--- src/rtl/opcode_predecode_queue.sv ---
// opcode_predecode_queue
// Assembles a 6502-style instruction byte stream into complete instructions
// (opcode plus 0-2 operand bytes), decodes each opcode into a command and an
// addressing mode, and queues the results in a DEPTH-entry FIFO.
//
// Ports:
//   clk, rst            rising-edge clock, asynchronous active-high reset
//   flush               synchronous discard of queue and any partial instruction
//   byte_valid/ready    input byte handshake, byte_data is the stream byte
//   instr_valid/ready   output handshake on the FIFO head
//   instr_opcode/cmd/mode/len/op_lo/op_hi/illegal   head instruction fields
//   count               FIFO occupancy
//
// Command encoding (groups of eight follow the opcode aaa field):
//   0 NOP 1 BRK 2 JSR 3 RTI 4 RTS 5 JMP 6 BIT 7 STY
//   8..15  ORA AND EOR ADC STA LDA CMP SBC
//   16..23 ASL ROL LSR ROR STX LDX DEC INC
//   24..31 BPL BMI BVC BVS BCC BCS BNE BEQ
//   32..39 PHP PLP PHA PLA DEY TAY INY INX
//   40..47 CLC SEC CLI SEI TYA CLV CLD SED
//   48 LDY 49 CPY 50 CPX 51 TXA 52 TXS 53 TAX 54 TSX 55 DEX
// Mode encoding, ordered so that length follows from the code:
//   0 impl 1 A | 2 IMM 3 zpg 4 zpgX 5 zpgY 6 Xind 7 indY 8 rel | 9 abs 10 absX 11 absY 12 ind
module opcode_predecode_queue #(
    parameter int DEPTH        = 4,
    parameter int CMD_W        = 6,
    parameter int MODE_W       = 4,
    parameter int FLAG_ILLEGAL = 1
) (
    input  logic                         clk,
    input  logic                         rst,
    input  logic                         flush,
    input  logic                         byte_valid,
    input  logic [7:0]                   byte_data,
    output logic                         byte_ready,
    output logic                         instr_valid,
    input  logic                         instr_ready,
    output logic [7:0]                   instr_opcode,
    output logic [CMD_W-1:0]             instr_cmd,
    output logic [MODE_W-1:0]            instr_mode,
    output logic [1:0]                   instr_len,
    output logic [7:0]                   instr_op_lo,
    output logic [7:0]                   instr_op_hi,
    output logic                         instr_illegal,
    output logic [$clog2(DEPTH+1)-1:0]   count
);
    localparam int PTR_W = $clog2(DEPTH);
    localparam int CNT_W = $clog2(DEPTH + 1);

    localparam int C_NOP = 0,  C_BRK = 1,  C_JSR = 2,  C_RTI = 3,  C_RTS = 4,  C_JMP = 5;
    localparam int C_BIT = 6,  C_STY = 7,  C_LDY = 48, C_CPY = 49, C_CPX = 50, C_TXA = 51;
    localparam int C_TXS = 52, C_TAX = 53, C_TSX = 54, C_DEX = 55;

    localparam int M_IMPL = 0, M_ACC = 1, M_IMM = 2, M_ZPG = 3, M_ZPGX = 4, M_ZPGY = 5;
    localparam int M_XIND = 6, M_INDY = 7, M_REL = 8, M_ABS = 9, M_ABSX = 10, M_ABSY = 11;
    localparam int M_IND = 12;

    typedef struct packed {
        logic [CMD_W-1:0]  cmd;
        logic [MODE_W-1:0] mode;
        logic [1:0]        len;
        logic              illegal;
    } dec_t;

    typedef struct packed {
        logic [7:0]        opcode;
        logic [CMD_W-1:0]  cmd;
        logic [MODE_W-1:0] mode;
        logic [1:0]        len;
        logic [7:0]        op_lo;
        logic [7:0]        op_hi;
        logic              illegal;
    } entry_t;

    typedef enum logic [1:0] {S_OPC = 2'd0, S_LO = 2'd1, S_HI = 2'd2} state_t;

    function automatic logic [CMD_W-1:0] cmd_of(input int c);
        return CMD_W'(c);
    endfunction

    function automatic logic [MODE_W-1:0] mode_of(input int m);
        return MODE_W'(m);
    endfunction

    // Eight consecutive commands indexed by the opcode aaa field.
    function automatic logic [CMD_W-1:0] grp(input int base, input logic [2:0] idx);
        return CMD_W'(base + int'(idx));
    endfunction

    // Instruction length follows from the ordering of the mode codes.
    function automatic logic [1:0] mode_len(input logic [MODE_W-1:0] m);
        logic [1:0] l;
        if (m <= mode_of(M_ACC)) l = 2'd1;
        else if (m <= mode_of(M_REL)) l = 2'd2;
        else l = 2'd3;
        return l;
    endfunction

    // Opcode split as aaa_bbb_cc: cc picks the group, bbb the mode, aaa the operation.
    function automatic dec_t decode(input logic [7:0] op);
        dec_t       d;
        logic [2:0] aaa;
        logic [2:0] bbb;
        aaa       = op[7:5];
        bbb       = op[4:2];
        d.cmd     = cmd_of(C_NOP);
        d.mode    = mode_of(M_IMPL);
        d.illegal = 1'b0;
        case (op[1:0])
            2'b01: begin
                d.cmd = grp(8, aaa);
                case (bbb)
                    3'd0:    d.mode = mode_of(M_XIND);
                    3'd1:    d.mode = mode_of(M_ZPG);
                    3'd2:    d.mode = mode_of(M_IMM);
                    3'd3:    d.mode = mode_of(M_ABS);
                    3'd4:    d.mode = mode_of(M_INDY);
                    3'd5:    d.mode = mode_of(M_ZPGX);
                    3'd6:    d.mode = mode_of(M_ABSY);
                    default: d.mode = mode_of(M_ABSX);
                endcase
            end
            2'b10: begin
                d.cmd = grp(16, aaa);
                case (bbb)
                    3'd0: d.mode = mode_of(M_IMM);
                    3'd1: d.mode = mode_of(M_ZPG);
                    3'd2: begin
                        if (!aaa[2]) begin
                            d.mode = mode_of(M_ACC);
                        end else begin
                            d.mode = mode_of(M_IMPL);
                            case (aaa[1:0])
                                2'd0:    d.cmd = cmd_of(C_TXA);
                                2'd1:    d.cmd = cmd_of(C_TAX);
                                2'd2:    d.cmd = cmd_of(C_DEX);
                                default: d.cmd = cmd_of(C_NOP);
                            endcase
                        end
                    end
                    3'd3: d.mode = mode_of(M_ABS);
                    // STX/LDX index with Y instead of X
                    3'd5: d.mode = (aaa[2:1] == 2'b10) ? mode_of(M_ZPGY) : mode_of(M_ZPGX);
                    3'd6: begin
                        d.mode = mode_of(M_IMPL);
                        if (aaa == 3'd4) d.cmd = cmd_of(C_TXS);
                        else if (aaa == 3'd5) d.cmd = cmd_of(C_TSX);
                        else d.cmd = cmd_of(C_NOP);
                    end
                    3'd7: d.mode = (aaa[2:1] == 2'b10) ? mode_of(M_ABSY) : mode_of(M_ABSX);
                    default: begin
                        d.cmd  = cmd_of(C_NOP);
                        d.mode = mode_of(M_IMPL);
                    end
                endcase
            end
            2'b00: begin
                case (bbb)
                    3'd4: begin d.cmd = grp(24, aaa); d.mode = mode_of(M_REL);  end
                    3'd2: begin d.cmd = grp(32, aaa); d.mode = mode_of(M_IMPL); end
                    3'd6: begin d.cmd = grp(40, aaa); d.mode = mode_of(M_IMPL); end
                    3'd0: begin
                        case (aaa)
                            3'd0:    begin d.cmd = cmd_of(C_BRK); d.mode = mode_of(M_IMPL); end
                            3'd1:    begin d.cmd = cmd_of(C_JSR); d.mode = mode_of(M_ABS);  end
                            3'd2:    begin d.cmd = cmd_of(C_RTI); d.mode = mode_of(M_IMPL); end
                            3'd3:    begin d.cmd = cmd_of(C_RTS); d.mode = mode_of(M_IMPL); end
                            3'd4:    begin d.cmd = cmd_of(C_NOP); d.mode = mode_of(M_IMM);  end
                            3'd5:    begin d.cmd = cmd_of(C_LDY); d.mode = mode_of(M_IMM);  end
                            3'd6:    begin d.cmd = cmd_of(C_CPY); d.mode = mode_of(M_IMM);  end
                            default: begin d.cmd = cmd_of(C_CPX); d.mode = mode_of(M_IMM);  end
                        endcase
                    end
                    default: begin
                        case (aaa)
                            3'd0:    d.cmd = cmd_of(C_NOP);
                            3'd1:    d.cmd = cmd_of(C_BIT);
                            3'd2:    d.cmd = cmd_of(C_JMP);
                            3'd3:    d.cmd = cmd_of(C_JMP);
                            3'd4:    d.cmd = cmd_of(C_STY);
                            3'd5:    d.cmd = cmd_of(C_LDY);
                            3'd6:    d.cmd = cmd_of(C_CPY);
                            default: d.cmd = cmd_of(C_CPX);
                        endcase
                        case (bbb)
                            3'd1:    d.mode = mode_of(M_ZPG);
                            3'd3:    d.mode = (aaa == 3'd3) ? mode_of(M_IND) : mode_of(M_ABS);
                            3'd5:    d.mode = mode_of(M_ZPGX);
                            default: d.mode = mode_of(M_ABSX);
                        endcase
                    end
                endcase
            end
            default: d.illegal = (FLAG_ILLEGAL != 0) ? 1'b1 : 1'b0;
        endcase
        d.len = mode_len(d.mode);
        return d;
    endfunction

    state_t            r_state;
    logic [7:0]        r_opcode;
    logic [CMD_W-1:0]  r_cmd;
    logic [MODE_W-1:0] r_mode;
    logic [1:0]        r_len;
    logic [7:0]        r_lo;
    logic              r_illegal;
    entry_t            r_mem [DEPTH];
    logic [PTR_W-1:0]  r_wr_ptr;
    logic [PTR_W-1:0]  r_rd_ptr;
    logic [CNT_W-1:0]  r_count;

    dec_t   w_dec;
    entry_t w_push_data;
    entry_t w_head;
    logic   w_push;
    logic   w_pop;
    logic   w_xfer;
    logic   w_valid;

    assign w_valid    = (r_count != '0);
    assign byte_ready = (r_count < CNT_W'(DEPTH)) & ~flush;
    assign w_xfer     = byte_valid & byte_ready;
    assign w_pop      = w_valid & instr_ready & ~flush;
    assign w_dec      = decode(byte_data);

    // Build the FIFO entry completed by this cycle's byte, if any.
    always_comb begin
        w_push      = 1'b0;
        w_push_data = '0;
        case (r_state)
            S_OPC: begin
                if (w_xfer && (w_dec.len == 2'd1)) begin
                    w_push              = 1'b1;
                    w_push_data.opcode  = byte_data;
                    w_push_data.cmd     = w_dec.cmd;
                    w_push_data.mode    = w_dec.mode;
                    w_push_data.len     = w_dec.len;
                    w_push_data.illegal = w_dec.illegal;
                end else begin
                    w_push = 1'b0;
                end
            end
            S_LO, S_HI: begin
                if (w_xfer && ((r_state == S_HI) || (r_len == 2'd2))) begin
                    w_push              = 1'b1;
                    w_push_data.opcode  = r_opcode;
                    w_push_data.cmd     = r_cmd;
                    w_push_data.mode    = r_mode;
                    w_push_data.len     = r_len;
                    w_push_data.illegal = r_illegal;
                    w_push_data.op_lo   = (r_state == S_HI) ? r_lo : byte_data;
                    w_push_data.op_hi   = (r_state == S_HI) ? byte_data : 8'h00;
                end else begin
                    w_push = 1'b0;
                end
            end
            default: w_push = 1'b0;
        endcase
    end

    // Assembler FSM: holds the decoded opcode and first operand of a partial instruction.
    always_ff @(posedge clk or posedge rst) begin
        if (rst) begin
            r_state   <= S_OPC;
            r_opcode  <= 8'h00;
            r_cmd     <= '0;
            r_mode    <= '0;
            r_len     <= 2'd0;
            r_lo      <= 8'h00;
            r_illegal <= 1'b0;
        end else if (flush) begin
            r_state   <= S_OPC;
            r_opcode  <= 8'h00;
            r_cmd     <= '0;
            r_mode    <= '0;
            r_len     <= 2'd0;
            r_lo      <= 8'h00;
            r_illegal <= 1'b0;
        end else if (w_xfer) begin
            case (r_state)
                S_OPC: begin
                    if (w_dec.len != 2'd1) begin
                        r_opcode  <= byte_data;
                        r_cmd     <= w_dec.cmd;
                        r_mode    <= w_dec.mode;
                        r_len     <= w_dec.len;
                        r_illegal <= w_dec.illegal;
                        r_state   <= S_LO;
                    end else begin
                        r_state <= S_OPC;
                    end
                end
                S_LO: begin
                    if (r_len == 2'd2) begin
                        r_state <= S_OPC;
                    end else begin
                        r_lo    <= byte_data;
                        r_state <= S_HI;
                    end
                end
                default: r_state <= S_OPC;
            endcase
        end
    end

    // FIFO pointers and occupancy; flush empties the queue ahead of any push or pop.
    always_ff @(posedge clk or posedge rst) begin
        if (rst) begin
            r_wr_ptr <= '0;
            r_rd_ptr <= '0;
            r_count  <= '0;
        end else if (flush) begin
            r_wr_ptr <= '0;
            r_rd_ptr <= '0;
            r_count  <= '0;
        end else begin
            if (w_push) r_wr_ptr <= r_wr_ptr + PTR_W'(1);
            if (w_pop)  r_rd_ptr <= r_rd_ptr + PTR_W'(1);
            case ({w_push, w_pop})
                2'b10:   r_count <= r_count + CNT_W'(1);
                2'b01:   r_count <= r_count - CNT_W'(1);
                default: r_count <= r_count;
            endcase
        end
    end

    // Entry storage; a push never targets the head slot unless the FIFO is empty.
    always_ff @(posedge clk) begin
        if (w_push) r_mem[r_wr_ptr] <= w_push_data;
    end

    // Head fields read as zero while the FIFO is empty so reset leaves all outputs clear.
    assign w_head        = r_mem[r_rd_ptr];
    assign instr_valid   = w_valid;
    assign instr_opcode  = w_valid ? w_head.opcode  : 8'h00;
    assign instr_cmd     = w_valid ? w_head.cmd     : '0;
    assign instr_mode    = w_valid ? w_head.mode    : '0;
    assign instr_len     = w_valid ? w_head.len     : 2'd0;
    assign instr_op_lo   = w_valid ? w_head.op_lo   : 8'h00;
    assign instr_op_hi   = w_valid ? w_head.op_hi   : 8'h00;
    assign instr_illegal = w_valid ? w_head.illegal : 1'b0;
    assign count         = r_count;

endmodule

--- config.mk ---
export PLATFORM = sky130hd
export DESIGN_NAME = opcode_predecode_queue
export DESIGN_NICKNAME = d
export VERILOG_FILES = /design/src/rtl/opcode_predecode_queue.sv
export SDC_FILE = /design/constraint.sdc
export NUM_CORES = 1
export LEC_CHECK = 0
export BUFFER_PORTS_ARGS = -buffer_cell sky130_fd_sc_hd__buf_2
export CORE_ASPECT_RATIO = 0.9
export CORE_UTILIZATION = 60
export CTS_CLUSTER_SIZE = 10
export DETAILED_ROUTE_END_ITERATION = 8
export PLACE_DENSITY = 0.79
export RECOVER_POWER = 25
export SLEW_MARGIN = 20
export SYNTH_ARGS = -nofsm -noshare
export SYNTH_HDL_FRONTEND = slang
export SYNTH_SLANG_ARGS = --single-unit
export TNS_END_PERCENT = 20
--- constraint.sdc ---
create_clock -name clk -period 7.11 [get_ports clk]
set_input_delay 0.711 -clock clk [delete_from_list [all_inputs] [get_ports clk]]
set_output_delay 0.711 -clock clk [all_outputs]
set_load 0.1 [all_outputs]
**Yosys cells after proc, flatten, opt, wreduce, memory -nomap -nowiden**

Memory sizes are Yosys's and may differ from the RTL's.
Cells that the tools add are included.

- Flip-flop bits (word level): 38
- Bits in writable memories: 148
- Bits of input ports: 13
- Word-level logic and storage cells: 150
- Memories: 1

- Add/sub/neg operators: 9
- $lt $le $gt $ge: 3
- Equality and inequality tests: 26
- Mux-type cells: 74
- Bitwise operators: 5
- Reduce and logical (&&, ||, !) cells: 22

Memory list:

| memory | words | bits a word | rd ports | clocked after Yosys merged registers in | wr ports | RTL line | source |
|---|---|---|---|---|---|---|---|
| r_mem | 4 | 37 | 1 | 0 | 1 | 207 | `entry_t r_mem [DEPTH];` |

Operator list:

| kind | number |
|---|---|
| 2-to-1 mux 8 bit | 13 |
| case mux 10 bit (7 select lines) | 1 |
| 2-to-1 mux 6 bit | 8 |
| case mux 10 bit (4 select lines) | 1 |
| case mux 20 bit (2 select lines) | 1 |
| 2-to-1 mux 37 bit | 1 |
| case mux 6 bit (3 select lines) | 2 |
| case mux 6 bit (6 select lines) | 1 |
| case mux 10 bit (3 select lines) | 1 |
| case mux 4 bit (7 select lines) | 1 |
| 2-to-1 mux 2 bit | 13 |
| case mux 4 bit (6 select lines) | 1 |
| equality test 3 bit, second input constant | 7 |
| 2-to-1 mux 20 bit | 1 |
| 2-to-1 mux 4 bit | 5 |
| 2-to-1 mux 1 bit | 16 |
| 2-to-1 mux 16 bit | 1 |
| adder 5 x 3 -> 6 bit, first input constant | 2 |
| adder 6 x 3 -> 6 bit, first input constant | 2 |
| equality test 2 bit, second input constant | 6 |
| equality test 3 x 2 -> 1 bit, second input constant | 4 |
| case mux 4 bit (3 select lines) | 1 |
| nonzero test 2 bit | 6 |
| equality test 2 x 1 -> 1 bit, second input constant | 5 |
| other kinds (25) | 39 |

**Logic depth before layout (Yosys ltp)**

- Word-level depth: 15
- Depth in mapped cells: 16

**Least setup slack after synthesis**

OpenSTA, ideal clock, no wires.

- Path kind: input -> register
- From: in byte_data[2]
- To: mem r_mem[0][0] (netlist bit), enable pin
- Arrival time: 4.158 ns
- Data required time: 6.674 ns
- Path slack: 2.516 ns
- Stages: 10
- Cell sequence: buf_4 > inv_1 > clkbuf_1 > ha_1 > o21ai_1 > a32oi_2 > nand2_2 > nor4_4 > nor2_1 > nor2b_1

- Word-level cells in the longest chain between the ends: 13
- Elaborated cells between the ends (all ways): 23
- Those cells by class: order compare (2); eq/ne (8); mux (11); reduce/logical (2)

Ends and longest elaborated chain:

| what | RTL line | source |
|---|---|---|
| from (decl) | 34 | `input logic [7:0] byte_data,` |
| equality test 3 bit (tied with other cells) | 112, 125, 185 |  |
| case mux 4 bit (3 select lines) | 185 | `case (bbb)` |
| case mux 10 bit (4 select lines) | 158 | `case (bbb)` |
| case mux 10 bit (3 select lines) (*) | 109 | `case (op[1:0])` |
| <= comparator 4 bit | 94 | `else if (m <= mode_of(M_REL)) l = 2'd2;` |
| 2-to-1 mux 1 bit | 94 |  |
| 2-to-1 mux 2 bit (*) | 93 | `if (m <= mode_of(M_ACC)) l = 2'd1;` |
| equality test 2 x 1 -> 1 bit (*) | 232 | `if (w_xfer && (w_dec.len == 2'd1)) begin` |
| logical AND 1 bit (*) | 232 |  |
| 2-to-1 mux 1 bit (*) | 232 |  |
| case mux 1 bit (2 select lines) (*) | 230 | `case (r_state)` |
| 2-to-1 mux 1 bit (*) | 329 | `if (w_push) r_mem[r_wr_ptr] <= w_push_data;` |
| 2-to-1 mux 1 bit (not written as such) (*) | 329 |  |
| to (decl) | 207 |  |

Every way passes the cells marked *; elsewhere a longest branch is shown, timed or not.

**Final worst setup path**

- From: in flush
- To: mem r_mem[2][25] (netlist bit), enable pin

- Word-level cells in the longest chain between the ends: 8
- Elaborated cells between the ends (all ways): 10
- Those cells by class: mux (5); bitwise (3); reduce/logical (2)

Ends and longest elaborated chain:

| what | RTL line | source |
|---|---|---|
| from (decl) | 32 | `input logic flush,` |
| inverter 1 bit (*) | 221 | `assign byte_ready = (r_count < CNT_W'(DEPTH)) & ~flush;` |
| AND 1 bit (*) | 221 |  |
| AND 1 bit (*) | 222 | `assign w_xfer = byte_valid & byte_ready;` |
| logical AND 1 bit, on equally long branches | 244, 232 |  |
| 2-to-1 mux 1 bit, on equally long branches | 244, 232 |  |
| case mux 1 bit (2 select lines) (*) | 230 |  |
| 2-to-1 mux 1 bit (*) | 329 |  |
| 2-to-1 mux 1 bit (not written as such) (*) | 329 |  |

Marked as above.

==> summary.txt <==
Via density: 6.08
Worst Clk Skew: 0.00737 ns
Prevailing post-synth register cell: edfxtp_1
I/O Pins: 55
Clock Sinks: 186
Die ar.: 14900 um^2
Slew at the pin closest to its max-slew limit: 2.19 ns
Share of post-route cells with drive strength above 1: 0.224
Hold crit path type: flip-flop to flip-flop
Flops & latches, synth: 186
Synth unique cells: 63
Worst VDD drop: 0.000286 V
Detailed Route WL: 17.7 mm
Port buffer count: 54
Worst skew pair latency: 0.42 ns
Vias in the first global route: 5034
GR peak layer: met2
Most frequent cells in the layout: edfxtp_1 (148), nor2_1 (57), buf_2 (49)
Hold Buf Count CTS: 0
Cell area after synthesis: 8630 um^2
Routed length per instance: 20.8 um
Util after Layout: 0.688
GRT overflow: 0
Die W: 128 um
Asr flop ratio synth: 0.204
CTS tree: yes
GPL Wtd Cong: 0.922
Finished Layout Cells: 849
Site Rows: 41
Maximum clock frequency: 214 MHz
Period utilization: 0.657
Tmin final: 4.67 ns
Met3 usage: 0.0628
Syn Nets: 630
Antenna violations before repair: 0
Global-route wire length before repair: 27.5 mm
Area Growth Syn to Fin: 12.0%
M1 GR Usage: 0.353
Max-Cap Viols: 2
Critical path peak fanout: 39
Commonest non-fill, non-tap cell in the layout: edfxtp_1
Nets: 672
DPL Wire Length: 11.4 mm
Core area: 14100 um^2
Tot GR Track Use: 0.256
Yosys top cell by area: edfxtp_1
Seq/Total Area, Yosys: 0.625
Final Hold Violating Endpoints: 0
Largest cells by area after synthesis: edfxtp_1 (51%), dfrtp_1 (11%), mux4_2 (9.7%), and2_1 (3.2%), mux2i_1 (3.0%)
Endpoint type of the worst setup path: flip-flop
H-tree levels: 4
Initial core utilization: 0.614
Post_cts resized: 0
P_leak: 3.60 nW
Startpoint type of the worst setup path: primary input
Worst EP arrival: 4.81 ns
N_diodes: 0
Cells after Synth: 601
Placed Cells incl. Taps: 815
Unrepaired setup endpoints after global routing: no
DR iter-0 viols: 360
FILL cells: 1003
CTS root buf: clkbuf_16
Post-CTS Setup Inserts: 0
Req. time, crit path: 7.24 ns
Post-route DRC: 0
Pre-Repair DR Iteration Count: 5
Mean Syn Cell Area: 14.4 um^2
Status: finished, violations left
Violated checks: max-capacitance violations, max-slew violations
Final Max Tran Viols: 79
Cell area power density: 374 nW/um^2
Largest net degree at the start of global routing: 41
Chip height: 116 um
Setup_tns: 0 ns
Via Count: 5163
Setup violators final: 0
Slew HR: -0.462
Clock tree buffer depth: 2
CP Class: primary input to flip-flop
CTS buffer count: 17
Share of the synthesized area in the top cell type: 0.515
Yosys warns: 0
Clock slew at reported path FFs: 0.07 ns
Post-route ant nets: 0
GRT met2 Usage: 0.413
EDFF count, synth: 148
-- metal layers --
| metal | vias to the layer above | wire length, um |
|---|---|---|
| met3 | 18 | 1300 |
| met4 | 0 | 175 |
| met1 | 2594 | 7660 |
| li1 | 2361 | - |
| met2 | 190 | 8540 |
| met5 | - | 0 |
-- sequential cells by signal, summed over array words and instances (netlist names) --
register and count:
r_mem 148, r_opcode 8, r_illegal 1, r_mode 4
r_len 2, count 3, r_wr_ptr 2, r_cmd 6
r_lo 8, r_rd_ptr 2, r_state 2
-- kinds of logic (layout without fill, tap and decap cells) --
logic type | count (synthesis) | after routing | share of synthesized area
and+or+nand+nor | 193 | 193 | 0.117
DFF | 186 | 186 | 0.625
muxes | 63 | 63 | 0.127
buffers and inverters | 53 | 108 | 0.0304
adders and majority gates | 16 | 16 | 0.0241
AOI/OAI and AO/OA | 88 | 88 | 0.0745
xor gates and xnor gates | 2 | 2 | 0.00203
-- where the power goes --
part	total [W]	internal, W	switching [W]
Sequential	0.00125	0.00121	0.0000356
Combinational	0.00146	0.000309	0.00115
Clock	0.000908	0.000496	0.000412
Total	0.00362	0.00202	0.00160
-- worst max-delay path: stages --
cell and delay, ns:
clkbuf_1 0.67, nor3b_1 0.84, and2_1 0.34, nand2b_1 0.14, nor4_4 0.73, nor2_1 0.39
nor2b_4 0.70, buf_16 0.24
-- cell type report --
type	instances	area [um^2]	area share
clock buffers	20	437	0.0452
clock inverters	12	129	0.0133
inverters	13	48.8	0.00505
multi-input cells	362	3010	0.312
flip-flops and latches	186	5400	0.558
well taps	193	241	0.0250
repair buffers	63	400	0.0414
-- path summary, 6_finish.rpt --
check / depth (start not counted) / start / end / slack (ns)
hold reg to reg: 2 / r_mode[2]$_DFFE_PP0P_ / r_mode[2]$_DFFE_PP0P_ / 0.51
max in group asynchronous: 3 / rst / r_rd_ptr[0]$_DFFE_PP0P_ / 4.59
setup reg to reg: 7 / count[2]$_DFFE_PP0P_ / r_mem[2][25]$_DFFE_PP_ / 3.16
hold / removal: 2 / r_mode[2]$_DFFE_PP0P_ / r_mode[2]$_DFFE_PP0P_ / 0.51
min in group asynchronous: 3 / rst / r_cmd[5]$_DFFE_PP0P_ / 1.10
setup / recovery: 8 / flush / r_mem[2][25]$_DFFE_PP_ / 2.44
-- cells in the mapped netlist (all sizes together) (2+ instances only) --
master,number
edfxtp,148
and2,44
nand4,4
a32o,2
nand2b,3
mux4,37
nand3b,3
a211oi,5
o21ai,20
nor2b,13
nor4,3
o31ai,4
o21a,2
a21oi,21
nor2,58
nor3b,2
o2111ai,2
o2bb2ai,2
and3,12
nor3,10
buf,17
inv,13
o211ai,6
a22o,9
nand2,29
o311ai,2
mux2i,26
o22ai,4
clkbuf,23
ha,15
a221oi,2
nand3,6
dfrtp,38
-- metrics by stage --
step	total power (W)	worst slack, ns	cell area, um^2	hold WS, ns
global placement	0.00272	2.37	9000	0.491
detailed placement	0.00274	2.18	9070	0.497
global route	0.00374	2.20	9670	0.545
CTS	0.00364	2.57	9640	0.435
floorplan	0.00252	2.52	8630	0.470
finish	0.00362	2.44	9670	0.509
Power figures use the tool's default switching activity.
